===== src/rtl/mem_port_request_queue_if.sv =====
// ---------------------------------------------------------------------------
// mem_port_request_queue_if
//   Bundles every signal of the request queue except clock and reset:
//   - client request side: req_valid / req_ready / req_write / req_addr / req_wdata
//   - client response side: rsp_valid / rsp_rdata
//   - controller port side: mc_wr_addr / mc_wr_data / mc_wr_enable / mc_wr_grant,
//                           mc_rd_addr / mc_rd_grant / mc_rd_data
//   - status: count (occupied entries), retry_err (sticky starvation flag)
//   The slave modport is the queue's view; master is the surrounding
//   environment (client plus controller port).
// ---------------------------------------------------------------------------
interface mem_port_request_queue_if #(
   parameter int ADDR_W = 12,
   parameter int DATA_W = 32,
   parameter int DEPTH  = 4
);
   localparam int CNT_W = $clog2(DEPTH) + 1;

   logic              req_valid;
   logic              req_ready;
   logic              req_write;
   logic [ADDR_W-1:0] req_addr;
   logic [DATA_W-1:0] req_wdata;
   logic              rsp_valid;
   logic [DATA_W-1:0] rsp_rdata;
   logic [ADDR_W-1:0] mc_wr_addr;
   logic [DATA_W-1:0] mc_wr_data;
   logic              mc_wr_enable;
   logic              mc_wr_grant;
   logic [ADDR_W-1:0] mc_rd_addr;
   logic              mc_rd_grant;
   logic [DATA_W-1:0] mc_rd_data;
   logic [CNT_W-1:0]  count;
   logic              retry_err;

   modport slave (
      input  req_valid, req_write, req_addr, req_wdata,
      input  mc_wr_grant, mc_rd_grant, mc_rd_data,
      output req_ready, rsp_valid, rsp_rdata,
      output mc_wr_addr, mc_wr_data, mc_wr_enable, mc_rd_addr,
      output count, retry_err
   );

   modport master (
      output req_valid, req_write, req_addr, req_wdata,
      output mc_wr_grant, mc_rd_grant, mc_rd_data,
      input  req_ready, rsp_valid, rsp_rdata,
      input  mc_wr_addr, mc_wr_data, mc_wr_enable, mc_rd_addr,
      input  count, retry_err
   );
endinterface


===== src/rtl/mem_port_request_queue.sv =====
// ---------------------------------------------------------------------------
// mem_port_request_queue
//   Per-client front-end for one read/write port pair of the block memory
//   controller. Buffers mixed read/write requests in an in-order FIFO, keeps
//   presenting the head request until the controller grants it, returns read
//   data in request order two cycles after the grant, and raises a sticky
//   flag when the head has waited RETRY_LIMIT consecutive cycles.
//   Ports:
//     clk   - rising-edge clock
//     reset - asynchronous, active-low reset
//     bus   - mem_port_request_queue_if.slave (client, controller, status)
// ---------------------------------------------------------------------------
module mem_port_request_queue #(
   parameter int ADDR_W      = 12,
   parameter int DATA_W      = 32,
   parameter int DEPTH       = 4,
   parameter int RETRY_LIMIT = 15
) (
   input  logic                     clk,
   input  logic                     reset,
   mem_port_request_queue_if.slave  bus
);
   localparam int PTR_W = $clog2(DEPTH);
   localparam int CNT_W = PTR_W + 1;
   localparam int RTY_W = $clog2(RETRY_LIMIT + 1);
   localparam logic [CNT_W-1:0] FULL_CNT = CNT_W'(DEPTH);
   localparam logic [RTY_W-1:0] RTY_MAX  = RTY_W'(RETRY_LIMIT);

   logic              r_fifoWr   [DEPTH];
   logic [ADDR_W-1:0] r_fifoAddr [DEPTH];
   logic [DATA_W-1:0] r_fifoData [DEPTH];
   logic [PTR_W-1:0]  r_wrPtr;
   logic [PTR_W-1:0]  r_rdPtr;
   logic [CNT_W-1:0]  r_count;
   logic [ADDR_W-1:0] r_heldWrAddr;
   logic [DATA_W-1:0] r_heldWrData;
   logic [ADDR_W-1:0] r_heldRdAddr;
   logic              r_rdPending;
   logic              r_rspValid;
   logic [DATA_W-1:0] r_rspData;
   logic [RTY_W-1:0]  r_retryCnt;
   logic              r_retryErr;

   logic              w_empty;
   logic              w_full;
   logic              w_push;
   logic              w_headWr;
   logic [ADDR_W-1:0] w_headAddr;
   logic [DATA_W-1:0] w_headData;
   logic              w_wrIssue;
   logic              w_rdIssue;
   logic              w_rdGrant;
   logic              w_pop;
   logic [RTY_W-1:0]  w_retryNext;

   assign w_empty    = (r_count == '0);
   assign w_full     = (r_count == FULL_CNT);
   assign w_push     = bus.req_valid && !w_full;
   assign w_headWr   = r_fifoWr[r_rdPtr];
   assign w_headAddr = r_fifoAddr[r_rdPtr];
   assign w_headData = r_fifoData[r_rdPtr];
   assign w_wrIssue  = !w_empty && w_headWr;
   assign w_rdIssue  = !w_empty && !w_headWr;
   // Each grant only counts for the kind of request currently at the head
   assign w_rdGrant  = w_rdIssue && bus.mc_rd_grant;
   assign w_pop      = (w_wrIssue && bus.mc_wr_grant) || w_rdGrant;

   // Ready ignores a same-cycle pop so it never depends on the grant inputs
   assign bus.req_ready    = !w_full;
   assign bus.count        = r_count;
   assign bus.mc_wr_enable = w_wrIssue;
   // Buses not in use fall back to the last value they carried
   assign bus.mc_wr_addr   = w_wrIssue ? w_headAddr : r_heldWrAddr;
   assign bus.mc_wr_data   = w_wrIssue ? w_headData : r_heldWrData;
   assign bus.mc_rd_addr   = w_rdIssue ? w_headAddr : r_heldRdAddr;
   assign bus.rsp_valid    = r_rspValid;
   assign bus.rsp_rdata    = r_rspData;
   assign bus.retry_err    = r_retryErr;

   // Starvation counter: counts ungranted cycles of a valid head, cleared by
   // any pop, saturating so the sticky flag can be derived from it
   always_comb begin
      w_retryNext = r_retryCnt;
      if (w_pop) begin
         w_retryNext = '0;
      end else if (!w_empty && (r_retryCnt != RTY_MAX)) begin
         w_retryNext = r_retryCnt + RTY_W'(1);
      end
   end

   // FIFO storage, pointers and occupancy; pointers wrap naturally because
   // DEPTH is a power of two
   always_ff @(posedge clk or negedge reset) begin
      if (!reset) begin
         for (int i = 0; i < DEPTH; i++) begin
            r_fifoWr[i]   <= 1'b0;
            r_fifoAddr[i] <= '0;
            r_fifoData[i] <= '0;
         end
         r_wrPtr <= '0;
         r_rdPtr <= '0;
         r_count <= '0;
      end else begin
         if (w_push) begin
            r_fifoWr[r_wrPtr]   <= bus.req_write;
            r_fifoAddr[r_wrPtr] <= bus.req_addr;
            r_fifoData[r_wrPtr] <= bus.req_wdata;
            r_wrPtr             <= r_wrPtr + PTR_W'(1);
         end
         if (w_pop) begin
            r_rdPtr <= r_rdPtr + PTR_W'(1);
         end
         if (w_push && !w_pop) begin
            r_count <= r_count + CNT_W'(1);
         end else if (w_pop && !w_push) begin
            r_count <= r_count - CNT_W'(1);
         end
      end
   end

   // Remember what each controller bus last carried so it holds when idle
   always_ff @(posedge clk or negedge reset) begin
      if (!reset) begin
         r_heldWrAddr <= '0;
         r_heldWrData <= '0;
         r_heldRdAddr <= '0;
      end else begin
         if (w_wrIssue) begin
            r_heldWrAddr <= w_headAddr;
            r_heldWrData <= w_headData;
         end
         if (w_rdIssue) begin
            r_heldRdAddr <= w_headAddr;
         end
      end
   end

   // Read response pipeline: grant in G, controller data arrives in G+1 and
   // is captured at its end, response pulses during G+2
   always_ff @(posedge clk or negedge reset) begin
      if (!reset) begin
         r_rdPending <= 1'b0;
         r_rspValid  <= 1'b0;
         r_rspData   <= '0;
      end else begin
         r_rdPending <= w_rdGrant;
         r_rspValid  <= r_rdPending;
         if (r_rdPending) begin
            r_rspData <= bus.mc_rd_data;
         end
      end
   end

   // Retry counter and sticky starvation flag
   always_ff @(posedge clk or negedge reset) begin
      if (!reset) begin
         r_retryCnt <= '0;
         r_retryErr <= 1'b0;
      end else begin
         r_retryCnt <= w_retryNext;
         if (w_retryNext == RTY_MAX) begin
            r_retryErr <= 1'b1;
         end
      end
   end
endmodule


===== src/flat_wrapper.sv =====
// flat-port wrapper written by rule: the top's interface ports become plain ports
module mem_port_request_queue_flat 
#(
   parameter int ADDR_W      = 12,
   parameter int DATA_W      = 32,
   parameter int DEPTH       = 4,
   parameter int RETRY_LIMIT = 15
)
  (clk, reset, bus_req_valid, bus_req_write, bus_req_addr, bus_req_wdata, bus_mc_wr_grant, bus_mc_rd_grant, bus_mc_rd_data, bus_req_ready, bus_rsp_valid, bus_rsp_rdata, bus_mc_wr_addr, bus_mc_wr_data, bus_mc_wr_enable, bus_mc_rd_addr, bus_count, bus_retry_err);
  mem_port_request_queue_if #(.ADDR_W(ADDR_W), .DATA_W(DATA_W), .DEPTH(DEPTH)) bus_i ();
  input  logic clk;
  input  logic reset;
  input wire logic [$bits(bus_i.req_valid)-1:0] bus_req_valid;
  input wire logic [$bits(bus_i.req_write)-1:0] bus_req_write;
  input wire logic [$bits(bus_i.req_addr)-1:0] bus_req_addr;
  input wire logic [$bits(bus_i.req_wdata)-1:0] bus_req_wdata;
  input wire logic [$bits(bus_i.mc_wr_grant)-1:0] bus_mc_wr_grant;
  input wire logic [$bits(bus_i.mc_rd_grant)-1:0] bus_mc_rd_grant;
  input wire logic [$bits(bus_i.mc_rd_data)-1:0] bus_mc_rd_data;
  output wire logic [$bits(bus_i.req_ready)-1:0] bus_req_ready;
  output wire logic [$bits(bus_i.rsp_valid)-1:0] bus_rsp_valid;
  output wire logic [$bits(bus_i.rsp_rdata)-1:0] bus_rsp_rdata;
  output wire logic [$bits(bus_i.mc_wr_addr)-1:0] bus_mc_wr_addr;
  output wire logic [$bits(bus_i.mc_wr_data)-1:0] bus_mc_wr_data;
  output wire logic [$bits(bus_i.mc_wr_enable)-1:0] bus_mc_wr_enable;
  output wire logic [$bits(bus_i.mc_rd_addr)-1:0] bus_mc_rd_addr;
  output wire logic [$bits(bus_i.count)-1:0] bus_count;
  output wire logic [$bits(bus_i.retry_err)-1:0] bus_retry_err;
  assign bus_i.req_valid = bus_req_valid;
  assign bus_i.req_write = bus_req_write;
  assign bus_i.req_addr = bus_req_addr;
  assign bus_i.req_wdata = bus_req_wdata;
  assign bus_i.mc_wr_grant = bus_mc_wr_grant;
  assign bus_i.mc_rd_grant = bus_mc_rd_grant;
  assign bus_i.mc_rd_data = bus_mc_rd_data;
  assign bus_req_ready = bus_i.req_ready;
  assign bus_rsp_valid = bus_i.rsp_valid;
  assign bus_rsp_rdata = bus_i.rsp_rdata;
  assign bus_mc_wr_addr = bus_i.mc_wr_addr;
  assign bus_mc_wr_data = bus_i.mc_wr_data;
  assign bus_mc_wr_enable = bus_i.mc_wr_enable;
  assign bus_mc_rd_addr = bus_i.mc_rd_addr;
  assign bus_count = bus_i.count;
  assign bus_retry_err = bus_i.retry_err;
  mem_port_request_queue #(.ADDR_W(ADDR_W), .DATA_W(DATA_W), .DEPTH(DEPTH), .RETRY_LIMIT(RETRY_LIMIT)) u_core (.clk(clk), .reset(reset), .bus(bus_i));
endmodule

===== config.mk =====
export PLATFORM = sky130hd
export DESIGN_NAME = mem_port_request_queue_flat
export DESIGN_NICKNAME = d
export VERILOG_FILES = /design/src/rtl/mem_port_request_queue_if.sv /design/src/rtl/mem_port_request_queue.sv /design/src/flat_wrapper.sv
export SDC_FILE = /design/constraint.sdc
export NUM_CORES = 1
export LEC_CHECK = 0
export ABC_AREA = 1
export CAP_MARGIN = 20
export CORE_MARGIN = 1.5
export CORE_UTILIZATION = 44
export CTS_CLUSTER_DIAMETER = 120
export DETAILED_ROUTE_END_ITERATION = 7
export PLACE_DENSITY = 0.67
export SETUP_SLACK_MARGIN = 0.5
export SYNTH_ARGS = -nofsm -noshare
export SYNTH_HDL_FRONTEND = slang
export SYNTH_SLANG_ARGS = --single-unit
export TNS_END_PERCENT = 5

===== constraint.sdc =====
create_clock -name clk -period 5.6 [get_ports clk]
set_clock_uncertainty 0.2 [all_clocks]
set_input_delay 1.68 -clock clk [delete_from_list [all_inputs] [get_ports clk]]
set_output_delay 1.68 -clock clk [all_outputs]
set_load 0.005 [all_outputs]

### Word-level counts from Yosys, hierarchy flattened

Index checks and enable logic that the tools add are counted.

| storage, ports and cells | value |
|---|---|
| register bits | 282 |
| input port bits | 82 |
| output and inout bits | 95 |

| operators by class | value |
|---|---|
| $add $sub $neg | 5 |
| $lt $le $gt $ge | 3 |
| eq/ne operators | 3 |
| muxes and demuxes | 25 |
| bitwise gates (word level) | 2 |
| reduce and logical (&&, ||, !) cells | 17 |

Operators with widths:

| cell | count |
|---|---|
| bitwise mux 128 bit | 1 |
| 2-to-1 mux 32 bit | 4 |
| binary-select mux 32 bit (select 2 bit) | 1 |
| demux 32 bit (select 2 bit) | 1 |
| 2-to-1 mux 12 bit | 5 |
| bitwise mux 48 bit | 1 |
| binary-select mux 12 bit (select 2 bit) | 1 |
| demux 12 bit (select 2 bit) | 1 |
| logical AND 1 bit | 9 |
| 2-to-1 mux 4 bit | 2 |
| >= comparator 3 bit, second input constant | 2 |
| 2-to-1 mux 3 bit | 2 |
| inverter 2 -> 3 bit | 2 |
| logical NOT 1 bit | 5 |
| adder 2 x 1 -> 2 bit, second input constant | 2 |
| adder 4 x 1 -> 4 bit, second input constant | 1 |
| bitwise mux 4 bit | 1 |
| equality test 4 bit, second input constant | 1 |
| != test 4 bit, second input constant | 1 |
| adder 3 x 1 -> 3 bit, second input constant | 1 |
| equality test 3 bit, second input constant | 1 |
| logical NOT 3 bit | 1 |
| < comparator 3 x 1 -> 1 bit, second input constant | 1 |
| 2-to-1 mux 1 bit | 3 |
| other kinds (5) | 5 |

### Depth between registers and ports, before layout

Gate-level depths: netlist (run 1).

| logic depth | value |
|---|---|
| depth after elaboration | 11 |
| depth in mapped cells | 14 |
| depth with buffers taken out | 14 |

### Worst setup path after synthesis (run 1)

Ideal clock, no wire load.

| path | value |
|---|---|
| path type | reg2out |
| from | reg u_core.r_count[0] (netlist: u_core.bus.count[0]) |
| to | out bus_mc_wr_addr[0] |
| data arrival time | 1.343 ns |
| required time | 3.720 ns |
| setup slack | 2.377 ns |
| stages on the path, launching flop included | 9 |
| path through | dfrtp_1 > nor2_1 > nand2_1 > inv_1 > nor2_8 > inv_4 > buf_4 > nand2_1 > nand2_1 |

| on the way | value |
|---|---|
| cells in the longest elaborated chain, start to end | 4 |

RTL lines:

| item | line | RTL |
|---|---|---|
| start: declaration | mem_port_request_queue.sv:34 | `logic [CNT_W-1:0] r_count;` |
| start signal: assignment | mem_port_request_queue.sv:114 | `r_count <= r_count + CNT_W'(1);` |
| start signal: assignment | mem_port_request_queue.sv:116 | `r_count <= r_count - CNT_W'(1);` |
| logical NOT 3 bit | mem_port_request_queue.sv:56 | `assign w_empty = (r_count == '0);` |
| logical NOT 1 bit | mem_port_request_queue.sv:62 | `assign w_wrIssue = !w_empty && w_headWr;` |
| logical AND 1 bit | mem_port_request_queue.sv:62 |  |
| 2-to-1 mux 12 bit | mem_port_request_queue.sv:73 | `assign bus.mc_wr_addr = w_wrIssue ? w_headAddr : r_heldWrAddr;` |
| end: declaration | flat_wrapper.sv:23 | `output wire logic [$bits(bus_i.mc_wr_addr)-1:0] bus_mc_wr_addr;` |

No other way between the ends.

### Worst setup path in the final report (run 1)

| path | value |
|---|---|
| from | reg u_core.r_rdPtr[0] |
| to | out bus_mc_wr_data[20] |

| on the way | value |
|---|---|
| cells in the longest elaborated chain, start to end | 6 |
| elaborated cells on any way between the ends | 9 |
| classes of those cells | mux: 7; bitwise: 1; reduce/logical: 1 |

RTL lines:

| item | line | RTL |
|---|---|---|
| start: declaration | mem_port_request_queue.sv:33 | `logic [PTR_W-1:0] r_rdPtr;` |
| start signal: assignment | mem_port_request_queue.sv:111 | `r_rdPtr <= r_rdPtr + PTR_W'(1);` |
| inverter 2 -> 3 bit (not written as such) (*) | mem_port_request_queue.sv:59, mem_port_request_queue.sv:61 |  |
| binary-select mux 1 bit (select 2 bit) | mem_port_request_queue.sv:59 | `assign w_headWr = r_fifoWr[r_rdPtr];` |
| 2-to-1 mux 1 bit (not written as such) (2 in a row) | mem_port_request_queue.sv:59 |  |
| logical AND 1 bit | mem_port_request_queue.sv:62 |  |
| 2-to-1 mux 32 bit (*) | mem_port_request_queue.sv:74 | `assign bus.mc_wr_data = w_wrIssue ? w_headData : r_heldWrData;` |
| end: declaration | flat_wrapper.sv:24 | `output wire logic [$bits(bus_i.mc_wr_data)-1:0] bus_mc_wr_data;` |

Every way passes the cells marked *; elsewhere a longest branch is shown, timed or not. The select of a mux whose other input is x is not followed.

==> summary.txt, run 1 <==
Critical path
  – CP arrival: 3020 ps
  – Critical-path cell list: inv_2 -> buf_4 -> o21ai_0 -> o22ai_1 -> nand2_1 -> nand2_1 -> clkdlybuf4s50_1
  – CP dominant cell by count: nand2_1
  – Slowest CP cell: dfrtp_4
  – CP Max Fanout: 59
  – Critical path class: reg2out
  – Setup crit start kind: register
  – Largest delay share family, worst path: buffers and inverters
  – Critical path data required time: 3720 ps
  – CP endpoint kind: output port
  – CP Buf/Inv Count: 3
  – Slowest stage delay, CP: 660 ps

Yosys
  – Synth Register Bits: 282
  – Synth top area share: 0.6030
  – Mapped Cells: 1273
  – Yosys top cell by area: dfrtp_1
  – Syn nets: 1362
  – Asr flop ratio synth: 1.000
  – Count leader, synth: nand2_1
  – Yosys warns: 0
  – Area contributors post-synth: dfrtp_1 60%, nand2_1 12%, o21ai_0 12%, nor2_1 3.1%, mux2_2 2.9%
  – EDFF count, synth: 0
  – Yosys cell types: 27
  – Most common flop cell mapped by yosys: dfrtp_1
  – Post-Syn Area: 11700 µm²
  – Syn Area/Cell: 9.194 µm²
  – Seq/Total Area, Yosys: 0.6030
  – Synth top cells by count: 372 x nand2_1, 282 x dfrtp_1, 271 x o21ai_0, 96 x nor2_1, 59 x inv_1

Final layout
  – Area growth, synth to finish: 25.18%
  – Layout Nets: 1502
  – Share of layout cells above drive strength 1: 0.07655
  – Ant. Diodes: 0

Global routing
  – GR Util All Layers: 0.2034
  – Global-route wire length before repair: 46170 µm
  – Largest net degree at the start of global routing: 101
  – Overflow after GRT: 0
  – Initial antenna violation count: 0
  – Vias in the first global route: 8724

Power
  – Worst vdd ir: 454.2 µV
  – Pwr/cell area: 660.4 nW/µm²
  – Leakage: 6.934 nW

Clock network
  – Post-CTS Setup Bufs: 0
  – Worst skew pair latency: 540 ps
  – Cts hold-fix bufs: 0
  – Clk buf depth: 3
  – Cts bufs inserted: 30
  – Root Buffer Master: clkbuf_16
  – Worst-path clk slew: 60 ps
  – Num Clock Sinks: 282
  – Post-CTS resize count: 0
  – H-tree depth: 1
  – CTS tree: built

Routing
  – WL final: 27530 µm
  – DR pass1 iterations: 5
  – WL per Instance: 15.54 µm
  – DRC: 0
  – Vias per cell: 5.108
  – DRT antenna net count: 0
  – Iteration-0 DRC Markers: 767
  – Via count: 9052

Hold path
  – Min-Delay Path Class: reg2reg

Timing
  – Fin Setup TNS: 0 ps
  – Fin. Hold Viols: 0
  – Fmax: 204.3 MHz
  – Worst-Margin Slew: 952.2 ps
  – Final Max Slew Viols: 0
  – Final min period: 4896 ps
  – Rel. slew slack: 0.3652
  – Period utilization: 0.8742
  – Final hold slack: 267.7 ps
  – RSZ-0062 raised after global routing: true
  – Setup violators final: 0

Place
  – PortBufs: 176
  – Post-detail-place hpwl: 16180 µm
  – Gp weighted congestion: 0.7293

Floorplan
  – Die X: 166.1 µm
  – Num ports: 177
  – Core ar.: 26060 µm²
  – Starting Density: 0.4491
  – Die area: 27590 µm²
  – Die Span Y: 166.1 µm
  – Rows: 59

Flow run
  – Max-cap violations: 0

Run status
  – Run status: finished clean
## through the flow
stage / instance area [µm²] / setup slack [ps] / util / instances / total power, mW
3_5_place_dp: 13660 / 1209 / 0.5243 / 1716 / 7.816
6_report: 14650 / 704.4 / 0.5622 / 1772 / 9.675
4_1_cts: 14650 / 607.1 / 0.5621 / 1772 / 9.789
5_1_grt: 14650 / 496.3 / 0.5622 / 1772 / 10.45
3_3_place_gp: 13660 / 1231 / 0.5243 / 1716 / 7.709
2_1_floorplan: 11700 / 2377 / - / 1273 / 5.874
## cell type report
class | instances | area, µm²
clock buffers | 48 | 939.7
flip-flops and latches | 282 | 7062
fillers | 2368 | 11410
repair buffers | 187 | 1878
multi-input cells | 848 | 4065
clock inverters | 8 | 43.79
well taps | 335 | 419.2
inverters | 64 | 242.7
## registers in the layout (all words and copies together), names as in the netlist
signal and count:
u_core.r_fifoData 128, u_core.r_fifoAddr 48, u_core.bus.rsp_rdata 32, u_core.r_heldWrData 32, u_core.r_heldRdAddr 12, u_core.r_heldWrAddr 12
u_core.r_fifoWr 4, u_core.r_retryCnt 4, u_core.bus.count 3, u_core.r_rdPtr 2, u_core.r_wrPtr 2, u_core.bus.retry_err 1
u_core.bus.rsp_valid 1, u_core.r_rdPending 1
## placed cells by master (no fill, tap or decap), drive strengths merged
cell,count
buf,12
dfrtp,282
a21oi,1
nand3,8
clkbuf,48
mux2,33
ha,6
inv,65
xnor2,1
nand2,378
nor2,99
fa,1
a21o,1
clkdlybuf4s50,175
clkinv,7
xor2,3
o22ai,44
o21ai,271
nand4,2
## tightest hold or removal path, stage by stage, from the launching register on
cell and delay [ps]:
dfrtp_1 350, inv_1 40, nand2_1 50
## where the power goes
group | total [mW] | switching (mW) | internal, mW
sequential | 3.48 | 0.477 | 3.00
clock | 1.93 | 0.789 | 1.14
combinational | 4.26 | 2.29 | 1.97
total | 9.68 | 3.56 | 6.12
## final timing paths
kind | startpoint | slack [ps] | end | cells past startpoint
worst max-delay path | u_core.r_rdPtr[0] | 700 | bus_mc_wr_data[20] | 7
worst min-delay path | u_core.bus.retry_err | 270 | u_core.bus.retry_err | 2
min in group asynchronous | reset | 960 | u_core.r_heldRdAddr[8] | 1
worst min register to register | u_core.bus.retry_err | 270 | u_core.bus.retry_err | 2
max in group asynchronous | reset | 3310 | u_core.r_fifoData[13] | 2
worst max register to register | u_core.r_rdPtr[0] | 2830 | u_core.bus.count[1] | 11
## kinds of logic (layout without fill, tap and decap cells)
logic type               count (synthesis)  after routing  share of synthesized area
flip-flops                             282            282                     0.6030
AO/OA/AOI/OAI                          317            317                     0.1405
adder cells (fa/ha/maj)                  7              7                   0.008125
buffers and inverters                  143            307                    0.05142
AND/OR/NAND/NOR                        487            487                     0.1623
XOR/XNOR                                 4              4                   0.002994
multiplexers                            33             33                    0.03175
## routing by layer
layer,global-route usage,up-vias,share of wire
met4,0.04661,0,0.018
met2,0.3246,229,0.46
li1,-,4427,-
met3,0.02860,36,0.050
met5,0,-,0
met1,0.2957,4360,0.48
(Power assumes the default switching activity.)
==> inputs of run 2 (changes only) <==
--- a/config.mk
+++ b/config.mk
@@ -13,6 +13,7 @@
 export DETAILED_ROUTE_END_ITERATION = 7
 export PLACE_DENSITY = 0.67
 export SETUP_SLACK_MARGIN = 0.5
+export SKIP_LAST_GASP = 1
 export SYNTH_ARGS = -nofsm -noshare
 export SYNTH_HDL_FRONTEND = slang
 export SYNTH_SLANG_ARGS = --single-unit
==> results of run 2 <==
Same layout as run 1: the final DEF is identical, and so are final timing and power.
